**src/rtl/alu_cmd_issuer_if.sv**
```systemverilog
// Bundle of the command, external-ALU and result signals of alu_cmd_issuer.
// The slave modport is the issuer's view. The master modport is the
// environment's view: the command source, the ALU and the result sink.
interface alu_cmd_issuer_if #(
  parameter int DATA_W = 4
);
  logic              cmd_valid;
  logic              cmd_ready;
  logic [DATA_W-1:0] cmd_a;
  logic [DATA_W-1:0] cmd_b;
  logic [2:0]        cmd_sel;

  logic [DATA_W-1:0] alu_a;
  logic [DATA_W-1:0] alu_b;
  logic [2:0]        alu_sel;
  logic [DATA_W-1:0] alu_out;

  logic              res_valid;
  logic              res_ready;
  logic [DATA_W-1:0] res_data;
  logic              res_err;
  logic [7:0]        op_count;

  modport slave (
    input  cmd_valid, cmd_a, cmd_b, cmd_sel, alu_out, res_ready,
    output cmd_ready, alu_a, alu_b, alu_sel, res_valid, res_data, res_err, op_count
  );

  modport master (
    output cmd_valid, cmd_a, cmd_b, cmd_sel, alu_out, res_ready,
    input  cmd_ready, alu_a, alu_b, alu_sel, res_valid, res_data, res_err, op_count
  );
endinterface

```
**src/rtl/alu_cmd_issuer.sv**
```systemverilog
// Buffers ALU commands in a small FIFO and issues them one at a time to an
// external combinational ALU. Each result is held until the sink accepts it.
//
//   state | meaning
//   IDLE  | waiting for a buffered command; pops the head when one is present
//   ISSUE | operands are on alu_a/alu_b/alu_sel; alu_out is captured next edge
//   HOLD  | result presented on res_*; waits for res_ready
module alu_cmd_issuer #(
  parameter int DATA_W = 4,
  parameter int DEPTH  = 4
) (
  input  logic              clk,
  input  logic              rst,
  alu_cmd_issuer_if.slave   bus
);
  localparam int AW = $clog2(DEPTH);
  localparam int CW = AW + 1;

  typedef enum logic [1:0] {
    IDLE  = 2'd0,
    ISSUE = 2'd1,
    HOLD  = 2'd2
  } state_t;

  state_t            state;
  logic [DATA_W-1:0] mem_a   [DEPTH];
  logic [DATA_W-1:0] mem_b   [DEPTH];
  logic [2:0]        mem_sel [DEPTH];
  logic [AW-1:0]     wr_ptr;
  logic [AW-1:0]     rd_ptr;
  logic [CW-1:0]     count;
  logic              push;
  logic              pop;

  // Ready comes from the registered occupancy only, so a same-cycle pop never
  // lets a write into a full FIFO.
  assign bus.cmd_ready = (count < CW'(DEPTH));
  assign push          = bus.cmd_valid && bus.cmd_ready;
  assign pop           = (state == IDLE) && (count != '0);

  // FIFO storage and pointers. The payload needs no reset; count gates it.
  always_ff @(posedge clk) begin
    if (rst) begin
      wr_ptr <= '0;
      rd_ptr <= '0;
      count  <= '0;
    end else begin
      if (push) begin
        mem_a[wr_ptr]   <= bus.cmd_a;
        mem_b[wr_ptr]   <= bus.cmd_b;
        mem_sel[wr_ptr] <= bus.cmd_sel;
        wr_ptr          <= wr_ptr + AW'(1);
      end
      if (pop) begin
        rd_ptr <= rd_ptr + AW'(1);
      end
      case ({push, pop})
        2'b10:   count <= count + CW'(1);
        2'b01:   count <= count - CW'(1);
        default: count <= count;
      endcase
    end
  end

  // Issue FSM with registered ALU operands and result outputs.
  always_ff @(posedge clk) begin
    if (rst) begin
      state         <= IDLE;
      bus.alu_a     <= '0;
      bus.alu_b     <= '0;
      bus.alu_sel   <= '0;
      bus.res_valid <= 1'b0;
      bus.res_data  <= '0;
      bus.res_err   <= 1'b0;
      bus.op_count  <= '0;
    end else begin
      case (state)
        IDLE: begin
          if (pop) begin
            bus.alu_a   <= mem_a[rd_ptr];
            bus.alu_b   <= mem_b[rd_ptr];
            bus.alu_sel <= mem_sel[rd_ptr];
            state       <= ISSUE;
          end
        end
        ISSUE: begin
          // Opcodes 101-111 are illegal: report an error with a zero result.
          if (bus.alu_sel > 3'd4) begin
            bus.res_data <= '0;
            bus.res_err  <= 1'b1;
          end else begin
            bus.res_data <= bus.alu_out;
            bus.res_err  <= 1'b0;
          end
          bus.res_valid <= 1'b1;
          state         <= HOLD;
        end
        HOLD: begin
          if (bus.res_ready) begin
            bus.res_valid <= 1'b0;
            bus.op_count  <= bus.op_count + 8'd1;
            state         <= IDLE;
          end
        end
        default: state <= IDLE;
      endcase
    end
  end
endmodule

```
**src/flat_wrapper.sv**
```systemverilog
// flat-port wrapper written by rule: the top's interface ports become plain ports
module alu_cmd_issuer_flat 
#(
  parameter int DATA_W = 4,
  parameter int DEPTH  = 4
)
  (clk, rst, bus_cmd_valid, bus_cmd_a, bus_cmd_b, bus_cmd_sel, bus_alu_out, bus_res_ready, bus_cmd_ready, bus_alu_a, bus_alu_b, bus_alu_sel, bus_res_valid, bus_res_data, bus_res_err, bus_op_count);
  alu_cmd_issuer_if #(.DATA_W(DATA_W)) bus_i ();
  input  logic clk;
  input  logic rst;
  input wire logic [$bits(bus_i.cmd_valid)-1:0] bus_cmd_valid;
  input wire logic [$bits(bus_i.cmd_a)-1:0] bus_cmd_a;
  input wire logic [$bits(bus_i.cmd_b)-1:0] bus_cmd_b;
  input wire logic [$bits(bus_i.cmd_sel)-1:0] bus_cmd_sel;
  input wire logic [$bits(bus_i.alu_out)-1:0] bus_alu_out;
  input wire logic [$bits(bus_i.res_ready)-1:0] bus_res_ready;
  output wire logic [$bits(bus_i.cmd_ready)-1:0] bus_cmd_ready;
  output wire logic [$bits(bus_i.alu_a)-1:0] bus_alu_a;
  output wire logic [$bits(bus_i.alu_b)-1:0] bus_alu_b;
  output wire logic [$bits(bus_i.alu_sel)-1:0] bus_alu_sel;
  output wire logic [$bits(bus_i.res_valid)-1:0] bus_res_valid;
  output wire logic [$bits(bus_i.res_data)-1:0] bus_res_data;
  output wire logic [$bits(bus_i.res_err)-1:0] bus_res_err;
  output wire logic [$bits(bus_i.op_count)-1:0] bus_op_count;
  assign bus_i.cmd_valid = bus_cmd_valid;
  assign bus_i.cmd_a = bus_cmd_a;
  assign bus_i.cmd_b = bus_cmd_b;
  assign bus_i.cmd_sel = bus_cmd_sel;
  assign bus_i.alu_out = bus_alu_out;
  assign bus_i.res_ready = bus_res_ready;
  assign bus_cmd_ready = bus_i.cmd_ready;
  assign bus_alu_a = bus_i.alu_a;
  assign bus_alu_b = bus_i.alu_b;
  assign bus_alu_sel = bus_i.alu_sel;
  assign bus_res_valid = bus_i.res_valid;
  assign bus_res_data = bus_i.res_data;
  assign bus_res_err = bus_i.res_err;
  assign bus_op_count = bus_i.op_count;
  alu_cmd_issuer #(.DATA_W(DATA_W), .DEPTH(DEPTH)) u_core (.clk(clk), .rst(rst), .bus(bus_i));
endmodule
```
**config.mk**
```make
export PLATFORM = sky130hd
export DESIGN_NAME = alu_cmd_issuer_flat
export DESIGN_NICKNAME = d
export VERILOG_FILES = /design/src/rtl/alu_cmd_issuer_if.sv /design/src/rtl/alu_cmd_issuer.sv /design/src/flat_wrapper.sv
export SDC_FILE = /design/constraint.sdc
export NUM_CORES = 1
export LEC_CHECK = 0
export ABC_AREA = 0
export BUFFER_PORTS_ARGS = -buffer_cell sky130_fd_sc_hd__buf_2
export CORE_MARGIN = 5
export CORE_UTILIZATION = 50
export CTS_CLUSTER_DIAMETER = 60
export CTS_CLUSTER_SIZE = 16
export DETAILED_ROUTE_END_ITERATION = 6
export GPL_TIMING_DRIVEN = 1
export PLACE_DENSITY = 0.71
export SYNTH_ARGS = -nofsm -noshare
export SYNTH_HDL_FRONTEND = slang
export SYNTH_SLANG_ARGS = --single-unit
```
**constraint.sdc**
```tcl
create_clock -name clk -period 3.1 [get_ports clk]
set_input_delay 0.93 -clock clk [delete_from_list [all_inputs] [get_ports clk]]
set_output_delay 0.93 -clock clk [all_outputs]
set_load 0.005 [all_outputs]
```
# Yosys cells after proc, flatten, opt, wreduce, memory -nomap -nowiden
# Memory sizes are Yosys's and may differ from the RTL's. A register that Yosys moved wholly into a read port is not among the register bits.
# Index checks and enable logic that the tools add are counted.
dict set report totals {
  mem_count 3
  ramBits 44
  mem_bits_ro 0
  out_inout_bits 26
  inputBits 19
  ff_bits 23
  latch_bits 0
}
# memory words width rd rd_clocked_by_memory_dff wr line
set memory_table {}
lappend memory_table {u_core.mem_a 4 4 1 1 1 alu_cmd_issuer.sv:26} ;# logic [DATA_W-1:0] mem_a [DEPTH];
lappend memory_table {u_core.mem_b 4 4 1 1 1 alu_cmd_issuer.sv:27} ;# logic [DATA_W-1:0] mem_b [DEPTH];
lappend memory_table {u_core.mem_sel 4 3 1 1 1 alu_cmd_issuer.sv:28} ;# logic [2:0] mem_sel [DEPTH];
dict set report classes {
  n_lt_le_gt_ge 2
  mul 0
  bitwise 0
  n_shift 0
  n_eq_ne 6
  reduce_logical 10
  n_addsub 5
  div 0
  muxes 11
}
# op n
set op_table {}
lappend op_table {{8-bit by 1-bit adder with 8-bit output, second input constant} 1}
lappend op_table {{2-bit AND reduction} 4}
lappend op_table {{2-bit case mux with 3 select lines} 1}
lappend op_table {{3-bit case mux with 2 select lines} 1}
lappend op_table {{1-bit two-way mux} 5}
lappend op_table {{2-bit by 1-bit adder with 2-bit output, second input constant} 2}
lappend op_table {{2-bit by 1-bit equality test with 1-bit output, second input constant} 2}
lappend op_table {{2-bit equality test, second input constant} 2}
lappend op_table {{2-bit two-way mux} 2}
lappend op_table {{4-bit two-way mux} 1}
lappend op_table {{2-bit nonzero test} 2}
lappend op_table {{3-bit by 1-bit adder with 3-bit output, second input constant} 1}
lappend op_table {{3-bit greater-than comparator, second input constant} 1}
lappend op_table {{3-bit less-than comparator, second input constant} 1}
lappend op_table {{3-bit nonzero test} 1}
lappend op_table {{3-bit by 1-bit subtractor with 3-bit output, second input constant} 1}
lappend op_table {{1-bit logical AND} 2}
lappend op_table {{2-bit logical NOT} 1}
lappend op_table {{2-bit by 1-bit inequality test with 1-bit output, second input constant} 1}
lappend op_table {{2-bit inequality test, second input constant} 1}
lappend op_table {{1-bit case mux with 2 select lines} 1}

# Longest topological paths before layout
dict set report logic_depth {
  ltp_word 5
  mapped_depth 8
  ltp_nobuf 8
}

# Least setup slack after synthesis
# No wires, ideal clock.
dict set report synth_timing {
  path_type {input to register}
  start {input port bus_cmd_valid}
  end {register u_core.count[2]}
  cell_stages 8
  required_time_ns 3.030
  arrival_ns 2.368
  slack_ns 0.662
  path_cell_list {nor2b_1 -> inv_1 -> ha_1 -> inv_1 -> fa_1 -> xor2_1 -> or3_1 -> a21oi_1}
}
dict set report synth_between {
  elab_chain_cells 3
  elab_cells_between_ends 5
}
# element line
set synth_lines {}
lappend synth_lines {{from (decl)} flat_wrapper.sv:11} ;# input wire logic [$bits(bus_i.cmd_valid)-1:0] bus_cmd_valid;
lappend synth_lines {{1-bit logical AND (*)} alu_cmd_issuer.sv:38} ;# assign push = bus.cmd_valid && bus.cmd_ready;
lappend synth_lines {{2-bit by 1-bit equality test with 1-bit output / 2-bit equality test (equally long branches)} alu_cmd_issuer.sv:57} ;# case ({push, pop})
lappend synth_lines {{3-bit case mux with 2 select lines / 2-bit nonzero test (equally long branches)} --}
lappend synth_lines {{to (signal assigned)} alu_cmd_issuer.sv:58} ;# 2'b10: count <= count + CW'(1);
lappend synth_lines {{to (signal assigned)} alu_cmd_issuer.sv:59} ;# 2'b01: count <= count - CW'(1);
lappend synth_lines {{to (signal assigned)} alu_cmd_issuer.sv:60} ;# default: count <= count;
lappend synth_lines {{to (decl)} alu_cmd_issuer.sv:31} ;# logic [CW-1:0] count;
# Every way passes the cells marked *; elsewhere a longest branch is shown, timed or not.
# A chain may end at the register's enable or synchronous reset.

# Worst setup path in the final report
# Same ends and word-level chain as after synthesis.

==> results.json <==
{
  "grt_use_met2_pct": 24.13,
  "synth.area.top_cells": "edfxtp_1 (43%), dfxtp_1 (22%), mux4_2 (8.1%)",
  "ios": 45,
  "holdPathStages": 2,
  "final_layout_size_suffix_gt1_share_pct": 30.27,
  "synthXorXnorAreaFrac_pct": 1.432,
  "routedWlPerCell_um": 15.60,
  "slowest_stage": "fa_1",
  "drtAntennaViolNets": 0,
  "clockBufferDepth": 2,
  "finalSetupViolCount": 0,
  "syn_nets": 235,
  "p_comb_share_pct": 22.6,
  "rrSetupSlack_ps": 910,
  "timing.rr.start": "u_core.state[1]",
  "crit_type": "in -> reg",
  "synth-simple-area-share_pct": 9.370,
  "area_growth_pct": 14.69,
  "fp.dieH_um": 88.21,
  "cp_num_buf_inv": 3,
  "die_w_um": 88.21,
  "use_met1_pct": 19.41,
  "p_leak_uw": 0.001333,
  "synth_edf_count": 44,
  "vias": 1814,
  "diodes": 0,
  "grt_max_degree": 26,
  "synth.top_cell.area_share_pct": 43.21,
  "grt_pass1_vias": 1849,
  "met3_usage_pct": 3.951,
  "internal_power_uw": 1924,
  "worstSkewPairLatency_ps": 360,
  "netSwitchingFraction_pct": 31.53,
  "rsz0062_at_grt": "no",
  "cts_tree": "built",
  "hold_class": "reg -> reg",
  "avgSynthCellArea_um2": 14.63,
  "cts_buffers": 9,
  "initialDrtViolationCount": 40,
  "synthFlopType": "edfxtp_1",
  "cts_hold_buf": 0,
  "coreArea_um2": 5921,
  "slew_violations": 0,
  "track_usage_pct": 15.26,
  "netlist_instances": 209,
  "cts_setup_buffers": 0,
  "netlist_area_um2": 3058,
  "final_hold_viol_count": 0,
  "yosysWarnings": 0,
  "final_cell_mix": "buf_2 (44), edfxtp_1 (44), dfxtp_1 (34), a21oi_1 (14), nor2_1 (12)",
  "p_per_area_nw_per_um2": 801.5,
  "drc": 0,
  "start_kind": "input port",
  "rr_worst_depth": 7,
  "power.switching_uw": 886.4,
  "rows": 28,
  "worst_ep_required_time_ps": 3390,
  "yosysUniqueCellTypes": 37,
  "layout.nets": 282,
  "p_seq_share_pct": 51.0,
  "portBuffers": 44,
  "hold_path_startpoint": "u_core.bus.res_data[2]",
  "worstMarginPinSlew_ps": 853.5,
  "gp_congestion": 0.7115,
  "hold_end": "u_core.bus.res_data[2]",
  "clock_sinks": 78,
  "cp_cell_sequence": "buf_2 > nor2b_1 > inv_1 > ha_1 > inv_1 > fa_1 > xor2_1 > or3_1 > a21oi_1",
  "drv_cap": 0,
  "routed_wl_um": 5242,
  "overflow": 0,
  "skew_ps": 10.56,
  "async_flop_share_pct": 0,
  "ys_ff_latch": 78,
  "relSlewSlack_pct": 43.02,
  "synth_top_family_by_area": "simple AND/OR/NAND/NOR gates",
  "cp-end-kind": "flip-flop",
  "fmax_ghz": 0.4373,
  "cts_resized": 0,
  "clkPwrFrac_pct": 26.5,
  "fin_cells": 336,
  "root_buffer": "clkbuf_8",
  "path_delay_family": "adder cells",
  "hpwl_um": 3488,
  "start_util_pct": 51.65,
  "yosysSeqAreaShare_pct": 65.47,
  "synth_compound_area_share_pct": 8.592,
  "clk_pin_slew_ps": 90,
  "dr.pass1.iters": 4,
  "crit_arrival_ps": 2580,
  "antenna_found_initial": 0,
  "tns_ps": 0,
  "r2r-end": "u_core.count[2]",
  "crit_path_frequent_cell": "inv_1",
  "irDropWorstVdd_v": 0.0004414,
  "via_per_inst": 5.399,
  "period_needed_ps": 2287,
  "gr-max-usage-layer": "met2",
  "synth_area_leader_cell": "edfxtp_1",
  "crit_fanout": 3,
  "yosys-mux-area-fraction_pct": 8.429,
  "fin_crit_sh_pct": 73.77,
  "place_inst": 320,
  "critPathMaxStageDelay_ps": 430,
  "synth_fa_ha_area_share_pct": 3.110,
  "status": "finished, final reports clean",
  "fp.dieArea_um2": 7780,
  "grt_pass1_wl_um": 8866,
  "htreeDepth": 3
}
-- metal layers --
layer / part of all wire [%] / wire length [um]
met1: 43 / 2273
met2: 49 / 2583
met3: 5.5 / 290
met4: 1.8 / 94
met5: 0 / 0
-- worst max path at each step --
stage	start	end	slack, ps	depth (start not counted)
2_1_floorplan	bus_cmd_valid	u_core.count[2]	660	8
3_3_place_gp	bus_cmd_valid	u_core.count[2]	510	9
3_5_place_dp	bus_cmd_valid	u_core.count[2]	430	9
4_1_cts	bus_cmd_valid	u_core.count[2]	820	9
5_1_grt	bus_cmd_valid	u_core.count[2]	730	9
6_report	bus_cmd_valid	u_core.count[2]	810	9
-- cells in the mapped netlist, drive strengths merged, types with 3 or more instances --
| master | instances |
|---|---|
| or3 | 4 |
| inv | 10 |
| edfxtp | 44 |
| a22o | 11 |
| o21ai | 5 |
| nand3 | 6 |
| mux4 | 11 |
| buf | 8 |
| and2 | 4 |
| nor2 | 12 |
| ha | 6 |
| nand2 | 8 |
| a21oi | 15 |
| nand3b | 3 |
| o31ai | 4 |
| or4 | 3 |
| dfxtp | 34 |
| xor2 | 3 |
-- power groups by stage --
stage	clock (uW)	sequential [uW]	combinational, uW
2_1_floorplan	0	1370	557
3_3_place_gp	0	1460	623
3_5_place_dp	0	1460	645
4_1_cts	768	1440	647
5_1_grt	813	1460	719
6_report	744	1430	635
-- sequential cells by signal, summed over array words and instances (netlist names) --
| register | cells |
|---|---|
| u_core.mem_a | 16 |
| u_core.mem_b | 16 |
| u_core.mem_sel | 12 |
| u_core.bus.op_count | 8 |
| u_core.bus.alu_a | 4 |
| u_core.bus.alu_b | 4 |
| u_core.bus.res_data | 4 |
| u_core.bus.alu_sel | 3 |
| u_core.count | 3 |
| u_core.rd_ptr | 2 |
| u_core.state | 2 |
| u_core.wr_ptr | 2 |
| u_core.bus.res_err | 1 |
| u_core.bus.res_valid | 1 |
-- worst min-delay path, delay by kind of cell (launching register included) --
kind	cells	cell delay (ps)
AO/OA/AOI/OAI	1	50
AND/OR/NAND/NOR	1	50
flip-flops	1	310
-- area by class of cell --
type                            instances  area (um^2)
Inverter                               10        37.54
Clock inverter                          7        68.82
Multi-Input combinational cell        111        945.9
Sequential cell                        78         2002
Tap cell                               75        93.84
Fill cell                             468         2414
Timing Repair Buffer                   46        235.2
Clock buffer                            9        123.9
-- stage by stage --
| step | util, % | hold WS (ps) | worst slack (ps) | total power, uW | area [um^2] |
|---|---|---|---|---|---|
| after floorplan | - | 448.3 | 661.6 | 1922 | 3058 |
| after global routing | 59.24 | 483.3 | 729.8 | 2996 | 3507 |
| after detailed placement | 55.98 | 442.5 | 432.5 | 2103 | 3314 |
| final | 59.24 | 453.7 | 813.2 | 2811 | 3507 |
| after CTS | 59.24 | 453.9 | 818.2 | 2853 | 3507 |
| after global placement | 55.98 | 438.4 | 512.7 | 2080 | 3314 |
-- cells by family after synthesis --
group | Yosys count
flip-flops | 78
AND/OR/NAND/NOR | 48
AO/OA/AOI/OAI | 39
buffers and inverters | 20
multiplexers | 12
adder cells (fa/ha/maj) | 7
XOR/XNOR | 5
Power figures use the tool's default switching activity.
